--- src/rtl/axis_dest_classifier.sv ---
// AXI-Stream per-packet tdest tagger with registered output and skid buffer.
// Optional `AXIS_DEST_CLASSIFIER_DROP_EN: drop packets whose selector is out of range, adds drop_pulse.
`timescale 1ns/1ps
module axis_dest_classifier #(
    parameter int AXIS_BYTES     = 1,
    parameter int AXIS_USER_BITS = 1,
    parameter int NUM_DESTS      = 2,
    parameter int SEL_BYTE       = 0,
    parameter int DEFAULT_DEST   = 0,
    localparam int DEST_BITS     = (NUM_DESTS == 1) ? 1 : $clog2(NUM_DESTS)
) (
    input  logic                      clk,
    input  logic                      sreset,
    output logic                      axis_i_tready,
    input  logic                      axis_i_tvalid,
    input  logic                      axis_i_tlast,
    input  logic [AXIS_BYTES*8-1:0]   axis_i_tdata,
    input  logic [AXIS_USER_BITS-1:0] axis_i_tuser,
    input  logic                      axis_o_tready,
    output logic                      axis_o_tvalid,
    output logic                      axis_o_tlast,
    output logic [AXIS_BYTES*8-1:0]   axis_o_tdata,
    output logic [AXIS_USER_BITS-1:0] axis_o_tuser,
`ifdef AXIS_DEST_CLASSIFIER_DROP_EN
    output logic                      drop_pulse,
`endif
    output logic [DEST_BITS-1:0]      axis_o_tdest
);

    localparam int DW = AXIS_BYTES * 8;
    localparam int PW = 1 + AXIS_USER_BITS + DW + DEST_BITS;

`ifdef AXIS_DEST_CLASSIFIER_DROP_EN
    typedef enum logic [1:0] {HEAD, BODY, DROP} state_t;
`else
    typedef enum logic [0:0] {HEAD, BODY} state_t;
`endif

    state_t               state, state_nxt;
    logic [DEST_BITS-1:0] cur_dest, head_dest, tag_dest;
    logic [7:0]           sel;
    logic                 in_range, in_fire, drop_beat, push;
    logic                 in_ready, out_valid, skid_valid;
    logic [PW-1:0]        in_beat, out_beat, skid_beat;

    assign axis_i_tready = in_ready;
    assign in_fire       = axis_i_tvalid && in_ready;
    assign sel           = axis_i_tdata[8*SEL_BYTE +: 8];
    // full 8-bit compare so e.g. sel=0x04 never aliases onto dest 0
    assign in_range      = 32'(sel) < 32'(NUM_DESTS);
    assign head_dest     = in_range ? DEST_BITS'(sel) : DEST_BITS'(DEFAULT_DEST);
    assign push          = in_fire && !drop_beat;
    assign in_beat       = {axis_i_tlast, axis_i_tuser, axis_i_tdata, tag_dest};

    always_comb begin
        state_nxt = state;
        tag_dest  = cur_dest;
        drop_beat = 1'b0;
        case (state)
            HEAD: begin
                tag_dest = head_dest;
`ifdef AXIS_DEST_CLASSIFIER_DROP_EN
                drop_beat = !in_range;
                if (in_fire && !axis_i_tlast)
                    state_nxt = in_range ? BODY : DROP;
`else
                if (in_fire && !axis_i_tlast)
                    state_nxt = BODY;
`endif
            end
            BODY: begin
                if (in_fire && axis_i_tlast)
                    state_nxt = HEAD;
            end
`ifdef AXIS_DEST_CLASSIFIER_DROP_EN
            DROP: begin
                drop_beat = 1'b1;
                if (in_fire && axis_i_tlast)
                    state_nxt = HEAD;
            end
`endif
            default: state_nxt = HEAD;
        endcase
    end

    always_ff @(posedge clk) begin
        if (sreset) begin
            state    <= HEAD;
            cur_dest <= '0;
        end else begin
            state <= state_nxt;
            if (in_fire && state == HEAD)
                cur_dest <= head_dest;
        end
    end

    // Output register backed by one skid slot; ready depends only on next skid occupancy.
    always_ff @(posedge clk) begin
        if (sreset) begin
            in_ready   <= 1'b0;
            out_valid  <= 1'b0;
            skid_valid <= 1'b0;
            out_beat   <= '0;
            skid_beat  <= '0;
        end else begin
            if (!out_valid || axis_o_tready) begin
                if (skid_valid) begin
                    out_valid  <= 1'b1;
                    out_beat   <= skid_beat;
                    skid_valid <= push;
                    if (push)
                        skid_beat <= in_beat;
                end else begin
                    out_valid <= push;
                    if (push)
                        out_beat <= in_beat;
                end
            end else if (push) begin
                skid_valid <= 1'b1;
                skid_beat  <= in_beat;
            end
            in_ready <= !((out_valid && !axis_o_tready) ? (skid_valid || push)
                                                        : (skid_valid && push));
        end
    end

`ifdef AXIS_DEST_CLASSIFIER_DROP_EN
    always_ff @(posedge clk) begin
        if (sreset)
            drop_pulse <= 1'b0;
        else
            drop_pulse <= in_fire && drop_beat && axis_i_tlast;
    end
`endif

    assign axis_o_tvalid = out_valid;
    assign {axis_o_tlast, axis_o_tuser, axis_o_tdata, axis_o_tdest} = out_beat;

endmodule

--- config.mk ---
export PLATFORM = sky130hd
export DESIGN_NAME = axis_dest_classifier
export DESIGN_NICKNAME = d
export VERILOG_FILES = /design/src/rtl/axis_dest_classifier.sv
export SDC_FILE = /design/constraint.sdc
export NUM_CORES = 1
export LEC_CHECK = 0
export CAP_MARGIN = 20
export CORE_MARGIN = 2
export CORE_UTILIZATION = 51
export DETAILED_ROUTE_END_ITERATION = 16
export PLACE_DENSITY = 0.86
export SLEW_MARGIN = 20
export SYNTH_ARGS = -nofsm -noshare
export SYNTH_HDL_FRONTEND = slang
export SYNTH_SLANG_ARGS = --single-unit
--- constraint.sdc ---
create_clock -name clk -period 1.9 [get_ports clk]
set_input_delay 0.285 -clock clk [delete_from_list [all_inputs] [get_ports clk]]
set_output_delay 0.285 -clock clk [all_outputs]
set_load 0.05 [all_outputs]
* Yosys cells after proc, flatten, opt, wreduce, memory -nomap -nowiden
Index checks and enable logic that the tools add are counted.
** Storage, ports and cells
- Input bits :: 14
- Word-level logic and storage cells :: 40
- Flip-flop bits (word level) :: 27
- Output and inout bits :: 13
** Cells by class
- Bitwise gates (word level) :: 1
- Equality and inequality tests :: 1
- Mux-type cells :: 15
- $lt $le $gt $ge :: 1
- Reductions and logical operators :: 15
** Operators by type and width (number)
- $mux W11 :: 5
- $mux W1 :: 9
- $lt A8 B2 Y1 const B :: 1
- $logic_and A1 B1 Y1 :: 6
- $logic_not A1 Y1 :: 4
- $reduce_bool A2 Y1 :: 2
- $logic_or A1 B1 Y1 :: 2
- $ne A2 B2 Y1 const B :: 1
- $pmux W1 S2 :: 1
- $reduce_and A2 Y1 :: 1
- $not A1 Y1 :: 1

* Logic depth before layout (Yosys ltp)
- Word-level depth :: 6
- Depth in mapped cells :: 5
- Gate-level depth less buffers :: 4

* Least setup slack after synthesis
Ideal clock, no wire load.
- Path kind :: reg-to-reg
- From :: register in_ready, in the netlist axis_i_tready
- To :: register out_beat[10]
- Data arrival time :: 1.392 ns
- Cell stages (with the launch flop) :: 6
- Required time :: 1.814 ns
- Slack :: 0.423 ns
- Clock period less this slack :: 1.477 ns
- Setup time :: 0.086 ns
- Path buffers :: 1
- Cells stage by stage :: dfxtp_1 and2_1 o21a_1 buf_4 nor2_1 a211oi_1
** On the way
- Word-level cells in the longest chain between the ends :: 3
** Ends and longest elaborated chain
- start, declared :: RTL line 43 : logic in_ready, out_valid, skid_valid;
- start signal, assigned :: RTL line 122 : in_ready <= !((out_valid && !axis_o_tready) ? (skid_valid || push)
- $logic_and A1 B1 Y1 :: RTL line 47 : assign in_fire = axis_i_tvalid && in_ready;
- $reduce_bool A2 Y1 (no source line)
- $reduce_and A2 Y1 (no source line)
- end signal, assigned :: RTL line 109 : out_beat <= skid_beat;
- end signal, assigned :: RTL line 116 : out_beat <= in_beat;
- end, declared :: RTL line 44 : logic [PW-1:0] in_beat, out_beat, skid_beat;
No other way between the ends.
A chain may end at the register's enable or synchronous reset.

* Worst setup path in the final report
- From :: register out_valid, in the netlist axis_o_tvalid
- To :: output axis_o_tvalid
** RTL lines
- start, declared :: RTL line 43
- start signal, assigned :: RTL line 114 : out_valid <= push;
- end, declared :: RTL line 20 : output logic axis_o_tvalid,
No word-level cell between the ends.

==> flow_metrics.py <==
metrics = {
    "worst_setup_path": {
        "slowest_delay_ns": 0.81,
        "rr_worst_depth": 3,
        "critPathArrivalTime_ns": 1.50,
        "rrSetupSlack_ns": 0.28,
        "crit_path_end_kind": "primary output",
        "critical-path-top-delay-family": "buffers and inverters",
        "crit_type": "reg2out",
        "cpMaxStageDelayCell": "clkdlybuf4s50_1",
        "startpoint_type": "register",
        "worstPathCellList": "clkdlybuf4s50_1",
        "crit-reg2reg-launch": "skid_valid",
        "cp.required_ns": 1.62,
        "path_buf_inv": 1,
        "cp_max_fo": 3,
        "r2r_end": "skid_beat[0]",
    },
    "global_route": {
        "grt_pass1_wl_mm": 3.86,
        "grt_max_degree": 28,
        "antenna_found_initial": 0,
        "grt_pass1_vias": 888,
        "grt_usage": 0.193,
        "grt.overflow.total": 0,
    },
    "pwr": {
        "ir_worst_vdd_uv": 515,
        "p_per_area_nw_per_um2": 745,
        "p_leak_nw": 0.563,
    },
    "die": {
        "dieArea_um2": 2610,
        "core_um2": 2150,
        "die_h_um": 51.1,
        "rows": 17,
        "dieWidth_um": 51.1,
        "ios": 27,
        "start_util": 0.526,
    },
    "worst_hold_path": {
        "hold_start": "out_beat[1]",
        "hold_class": "reg2reg",
        "hold-path-endpoint": "out_beat[1]",
        "whs_path_depth": 2,
    },
    "logic_synthesis": {
        "async_flop_share": 0,
        "synth_edf_count": 0,
        "synth_cell_types": 25,
        "synth_ff_type": "dfxtp_1",
        "yosys-top-cells-area": "dfxtp_1, mux2i_1, nor2_1",
        "synthMostInstantiatedCell": "dfxtp_1",
        "syn_area_um2": 1130,
        "synth_top_cell_area_share": 0.478,
        "synth-seq-cells": 27,
        "synth_fp_nets": 129,
        "ys_top_cells_by_count": "dfxtp_1, nor2_1, mux2i_1, a211oi_1, a21oi_1",
        "syn_inst": 115,
        "yosysWarnings": 0,
        "synth_top_area_cell": "dfxtp_1",
        "ys_seq_area_frac": 0.478,
        "postSynthAreaPerCell_um2": 9.82,
    },
    "placement": {
        "preCtsSetupSlack_ns": 0.0231,
        "port_buffers": 26,
        "place_hpwl_mm": 1.54,
        "placed_area_um2": 1410,
        "gp_congestion": 0.719,
    },
    "sta": {
        "finalSetupViolCount": 0,
        "rsz0062_at_grt": "no",
        "finalSetupTns_ns": 0,
        "fmax_mhz": 560,
        "fin_hold_ws_ns": 0.504,
        "slew_headroom": 0.486,
        "fin_crit_sh": 0.939,
        "slew_viol_final": 0,
        "final.setup.worst_slack_ns": 0.116,
        "post-route-min-period_ns": 1.78,
        "fin_worst_skew_ns": 0.00562,
        "tightest_slew_ns": 0.771,
        "hold_viol": 0,
    },
    "clock_network": {
        "cts_sinks": 27,
        "cts_root_buf": "clkbuf_4",
        "ctsHoldBuffers": 0,
        "clk_latency_ns": 0.32,
        "post_cts_buffers": 0,
        "cts_tree": "built",
        "htree_levels": 1,
        "clk_pin_slew_ns": 0.14,
        "ctsResizeCount": 0,
        "clockBufferDepth": 2,
        "cts-buffers-inserted": 3,
    },
    "routing": {
        "antenna_left": 0,
        "dr.pass1.iters": 4,
        "drc_errors": 0,
        "via_per_inst": 5.31,
        "num_vias": 898,
        "avgRoutedWirePerCell_um": 12.7,
        "drt_iter0_drc": 9,
        "drt-total-wl_mm": 2.14,
    },
    "layout": {
        "multi_input_area_um2": 538,
        "finalNetCount": 156,
        "syn2layout_area_growth_pct": 27.0,
        "num_antenna_cells": 0,
        "final-seq-area_um2": 541,
        "num-fill-cells": 175,
        "drive_above_1_share": 0.0993,
        "stdcell_area_um2": 1440,
    },
    "flow_run": {
        "maxCapViolCount": 0,
    },
    "run_status": {
        "status": "finished, final reports clean",
    },
}
## through the flow
| step | std cells | utilization | total power [W] |
|---|---|---|---|
| after CTS | 169 | 0.668 | 0.00107 |
| final | 169 | 0.668 | 0.00107 |
| after detailed placement | 165 | 0.655 | 0.000836 |
| after global placement | 165 | 0.655 | 0.000831 |
| after global routing | 169 | 0.668 | 0.00112 |
| after floorplan | 115 | - | 0.000749 |
## per-layer routing
layer  global-route usage  vias to the layer above  share of wire
li1                     -                      451              -
met1                0.244                      418           0.45
met2                0.318                       24           0.49
met3               0.0292                        5          0.035
met4               0.0991                        0          0.017
met5                    0                        -              0
## cells in the final DEF (no fill, tap or decap)
master	instances
a221oi_2	1
mux2i_1	20
and2_1	1
clkinv_2	1
a311oi_2	1
buf_4	4
nand2b_1	1
a21oi_1	5
o21ai_2	1
clkbuf_4	3
o21a_1	1
or3_1	1
clkdlybuf4s50_1	26
or2_4	1
nor4_2	1
a211oi_1	10
o21ai_0	2
nand3_1	1
nand2_1	3
nor2b_1	2
nor4b_2	1
nor2_1	26
inv_1	1
dfxtp_1	27
## final cells by class
type                    instances  share of cell area
flip-flops and latches         27               0.377
well taps                      28              0.0244
repair buffers                 30               0.202
clock inverters                 1             0.00349
inverters                       1             0.00262
multi-input cells              79               0.375
clock buffers                   3              0.0157
## kinds of logic (layout without fill, tap and decap cells)
logic type	count (synthesis)	count (layout)	share of synthesized area
flops	27	27	0.478
simple gates	38	38	0.161
mux	20	20	0.177
buf+inv	9	35	0.0454
compound gates	21	21	0.138
## report_power, final
part / internal [W] / switching (W)
combinational: 0.0000881 / 0.000131
clock: 0.0000790 / 0.000167
sequential: 0.000590 / 0.0000136
total: 0.000757 / 0.000311
## state kept, by name, summed over array words and instances (netlist names), named ones only
register and flops:
cur_dest 1, out_beat 11, skid_valid 1, axis_i_tready 1, skid_beat 11, axis_o_tvalid 1
## tightest hold or removal path, delay by kind of cell, from the launching register on
kind,cells,cell delay (ns)
flops,1,0.33
compound gates,1,0.05
simple gates,1,0.09
## how the worst max path moves through the flow
stage | from | to | slack (ns) | depth (start not counted)
floorplan | axis_i_tready | out_beat[10] | 0.42 | 5
global placement | axis_o_tready | skid_beat[0] | 0.06 | 5
detailed placement | axis_o_tready | skid_beat[0] | 0.02 | 5
CTS | axis_o_tvalid | axis_o_tvalid | 0.10 | 1
global route | axis_o_tvalid | axis_o_tvalid | 0.06 | 1
finish | axis_o_tvalid | axis_o_tvalid | 0.12 | 1
Note: power is estimated with default switching activity, not from simulation.
==> variant 1, RTL diff (same settings) <==
The option `AXIS_DEST_CLASSIFIER_DROP_EN` is turned on by a define.
--- a/src/rtl/axis_dest_classifier.sv
+++ b/src/rtl/axis_dest_classifier.sv
@@ -3,2 +3,4 @@
 `timescale 1ns/1ps
+`define AXIS_DEST_CLASSIFIER_DROP_EN
+
 module axis_dest_classifier #(
Formal check against the unedited RTL (old outputs only; new: drop_pulse): not equivalent (Yosys sat finds a counterexample within 4 cycles, from zero or initial values and one cycle with sreset high).
==> variant 1 against the original RTL <==
- power increased by 26%
- sequential power up 3%
- worst setup slack got worse by 0.0057 ns
- cell area increased by 37%
- synthesized area up 26%
- critical path type unchanged
- wire length grew 80%
- via count increased by 53%
- sequential cell count up 2
- highest routed layer unchanged
==> variant 1: results (changes against the original RTL) <==
Placed design
  – DP Wirelength: 2910 um (+89%)
  – IO Port Bufs: 27 (+3.8%)
  – Cell Area, Placed: 1870 um^2 (+33%)
  – GP Congestion: 0.892 (+24%)
  – Placement Setup Slack: -0.202 ns (-0.225 ns)

Worst hold path
  – Hold path cells: 2 (unchanged)
  – Hold crit path type: reg -> reg

Logic synthesis
  – Seq/Total Area, Yosys: 40.8% (-7.0 points)
  – Commonest cells post-synth: dfxtp_1 (29), a211oi_1 (16), nand3_1 (13), a21oi_1 (12)
  – Net count after synthesis: 169 (+31%)
  – Synth unique cells: 33 (+32%)
  – FFs w/ async S/R, synth: 0% (unchanged)
  – Cells after Synth: 153 (+33%)
  – Synth area leaders: dfxtp_1 (41%), a211oi_1 (8.5%), mux2i_1 (7.7%)

Clocking
  – Skew-Pair Late Insertion Delay: ~0.33 ns
  – H-tree depth: 2 (+1)
  – Clock slew at reported path FFs: 0.09 ns (-0.05 ns)
  – Total CTS buffers: 5 (+2)
  – CTS Hold Buffers Added: 0 (unchanged)

GRT
  – Met2 Track Usage GR: 45.2% (+13 points)
  – Vias in the first global route: 1396 (+57%)
  – Largest net degree at the start of global routing: 16 (-43%)
  – Global-route wire length before repair: 6390 um (+66%)
  – Total GRT Usage: 26.1% (+6.7 points)
  – GRT overflow: 0 (unchanged)
  – Met1 Usage GRT: 30.8% (+6.4 points)
  – Global-route track usage on met3: 4.61% (+1.7 points)

Finish
  – Fill count: 199 (+14%)
  – Layout cells sized above 1: 22.4% (+12 points)
  – Final #Nets: 216 (+38%)
  – Top Registers: out_beat x11, skid_beat x11, state x2

Routing
  – DR top layer: met4
  – First DRT Iteration DRCs: 51 (+42)
  – DRT Pass-1 Iters: 4 (unchanged)
  – Vias per Instance: 5.94 (+12%)
  – Detailed-route wire length per cell: 16.5 um (+31%)
  – WL final: 3840 um (+80%)
  – Routed met1 length: 1550 um (+60%)
  – Met3 wire len: 194 um (+160%)
  – Met2 wire len: 2000 um (+90%)

STA
  – Headroom to the max-slew limit: 65.4% (+17 points)
  – Final setup skew: 0.00592 ns (+0.000297 ns)
  – TNS Setup: 0 ns (unchanged)

Worst setup path
  – Reg2reg path depth: 6 (+3)
  – CP Max Fanout: 2 (-1)
  – Slowest cell on the critical path: clkdlybuf4s50_1

Power and ir drop
  – Total power: 1340 uW (+26%)
  – Switching part of the total: 24.5% (-4.6 points)
  – Leakage power: 0.000691 uW (+23%)
  – Worst vdd ir: 607 uV (+18%)

Status
  – Status: completed
[variant 1: layout make-up]
type                            count  area (um^2)  share of cell area, %
Multi-Input combinational cell    106          761                   38.7
Sequential cell                    29          581                   29.5
Timing Repair Buffer               54          488                   24.8
Clock buffer                        7         55.1                   2.80
Tap cell                           31         38.8                   1.97
Clock inverter                      1         30.0                   1.53
Inverter                            4         15.0                  0.763
[variant 1: worst paths after layout]
path | to | from | slack [ns]
worst max-delay path | axis_o_tdata[0] | out_beat[1] | 0.11
worst min-delay path | skid_beat[5] | skid_beat[5] | 0.49
worst max register to register | skid_beat[3] | state[0] | 0.21
worst min register to register | skid_beat[5] | skid_beat[5] | 0.49
[variant 1: cells by family (layout without fill, tap and decap cells)]
logic type / count (synthesis) / after routing / synth area share, %
buffers and inverters: 18 / 66 / 6.07
AOI/OAI and AO/OA: 58 / 58 / 30.1
and+or+nand+nor: 35 / 35 / 13.5
muxes: 11 / 11 / 7.75
DFF: 29 / 29 / 40.8
adders and majority gates: 2 / 2 / 1.76
[variant 1: timing repair]
item / 4_1_cts / 5_1_grt
buffers inserted: 0 / 0
endpoints found under the hold margin: 0 / 0
setup endpoints to repair: 0 / 3
gates resized for setup: 0 / 2
[variant 1: power by group through the flow]
stage / Sequential (uW) / Combinational [uW] / Clock [uW]
detailed placement: 635 / 187 / 0
floorplan: 659 / 70.0 / 0
global placement: 635 / 180 / 0
CTS: 621 / 189 / 532
finish: 621 / 192 / 532
global route: 622 / 201 / 566
[variant 1: tightest hold or removal path, stage by stage (launching register included)]
cell and delay, ns:
dfxtp_1 0.32, o21ai_0 0.06, a21oi_1 0.06
==> variant 2, RTL diff (same flow settings) <==
Made on the original files. `NUM_DESTS`: 2 -> 8.
--- a/src/rtl/axis_dest_classifier.sv
+++ b/src/rtl/axis_dest_classifier.sv
@@ -6,3 +6,3 @@
     parameter int AXIS_USER_BITS = 1,
-    parameter int NUM_DESTS      = 2,
+    parameter int NUM_DESTS      = 8,
     parameter int SEL_BYTE       = 0,
Interface: changed (resized axis_o_tdest); port bits go from 27 to 29. The function was not compared with the original's and may differ.
==> variant 2 against the original RTL <==
- sequential cell count up 6
- synthesized area increased by 24%
- count of clock-buffer cells in the layout grew 4
- cell area grew 24%
- wire length is 38% higher
- worst setup slack worse by 0.016 ns
- power up 26%
- hold slack worse by 0.044 ns
- critical path type unchanged
==> variant 2: results (changes against the original RTL) <==
Logic synthesis
  – Commonest cells post-synth: dfxtp_1 (33), nand2_1 (28), nor2_1 (25), a21oi_1 (12)
  – Mux cell area share after synthesis: 7.13% (-11 points)
  – Seq/Total Area, Yosys: 47.1% (-0.78 points)
  – Synth Area in Compound Gates: 20.0% (+6.1 points)
  – Synth unique cells: 24 (-4.0%)
  – Cells after Synth: 161 (+40%)
  – Synth area leaders: dfxtp_1 (47%), nand2_1 (7.5%), mux2i_1 (7.1%)
  – Net count after synthesis: 175 (+36%)

Worst setup path
  – Reg2reg path depth: 4 (+1)
  – Slowest cell on the critical path: clkdlybuf4s50_1
  – Flop2flop setup slack: 0.33 ns (+0.05 ns)
  – CP Max Fanout: 4 (+1)
  – Critical path startpoint: axis_i_tready
  – Worst r2r src: axis_o_tvalid

Placed design
  – Placement Setup Slack: -0.0763 ns (-0.0994 ns)
  – Placed cells: 215 (+30%)
  – DP Wirelength: 2170 um (+41%)
  – IO Port Bufs: 28 (+7.7%)
  – Cell Area, Placed: 1730 um^2 (+23%)
  – GP Congestion: 0.776 (+8.0%)

Finish
  – Final #Nets: 205 (+31%)
  – Top Registers: out_beat x13, skid_beat x13, cur_dest x3
  – Layout cells sized above 1: 12.0% (+2.1 points)
  – Fill count: 213 (+22%)

Routing
  – Vias: 1209 (+35%)
  – WL final: 2960 um (+38%)
  – First DRT Iteration DRCs: 30 (+21)
  – Detailed-route wire length per cell: 13.3 um (+5.3%)

STA
  – Slew @ Worst Pin: 0.901 ns (+0.130 ns)
  – Final setup skew: 0.00821 ns (+0.00260 ns)
  – Fmax achieved: 555 MHz (-0.89%)
  – Worst Hold Slack: 0.460 ns (-0.0437 ns)

Clocking
  – Clock slew at reported path FFs: 0.10 ns (-0.04 ns)
  – Total CTS buffers: 5 (+2)
  – H-tree depth: 2 (+1)

Power and ir drop
  – Net Switching: 371 uW (+19%)
  – Sequential group power: 730 uW (+21%)
  – Switching part of the total: 27.5% (-1.7 points)
  – Leakage power: 0.000625 uW (+11%)
  – Worst vdd ir: 701 uV (+36%)

GRT
  – Global-route wire length before repair: 5030 um (+30%)
  – Vias in the first global route: 1107 (+25%)

Worst hold path
  – Min-Delay Endpoint: skid_beat[4]

Status
  – Status: completed
-- variant 2: changes by cell type after synthesis, moves of 3 or more --
| cell | change |
|---|---|
| clkbuf_1 | +6 |
| a21oi_1 | +7 |
| a22oi_1 | +3 |
| nand2_1 | +25 |
| o211ai_1 | +3 |
| dfxtp_1 | +6 |
| o41ai_2 | +3 |
| a21oi_2 | +3 |
| nor3_2 | +4 |
| mux2i_1 | -10 |
| nand2b_1 | +3 |
-- variant 2: layer usage --
| metal | share of wire, % | track usage, % | wire length, um |
|---|---|---|---|
| met3 | 5.4 | 4.84 | 159 |
| met5 | 0 | 0 | 0 |
| met4 | 2.4 | 11.2 | 72 |
| met1 | 41 | 24.9 | 1230 |
| met2 | 51 | 34.2 | 1500 |
-- variant 2: cell type report --
type	instances	area [um^2]	share of cell area [%]
Clock buffer	7	55.1	3.08
Timing Repair Buffer	34	338	18.9
Multi-Input combinational cell	114	682	38.2
Inverter	3	11.3	0.631
Sequential cell	33	661	37.0
Tap cell	31	38.8	2.17
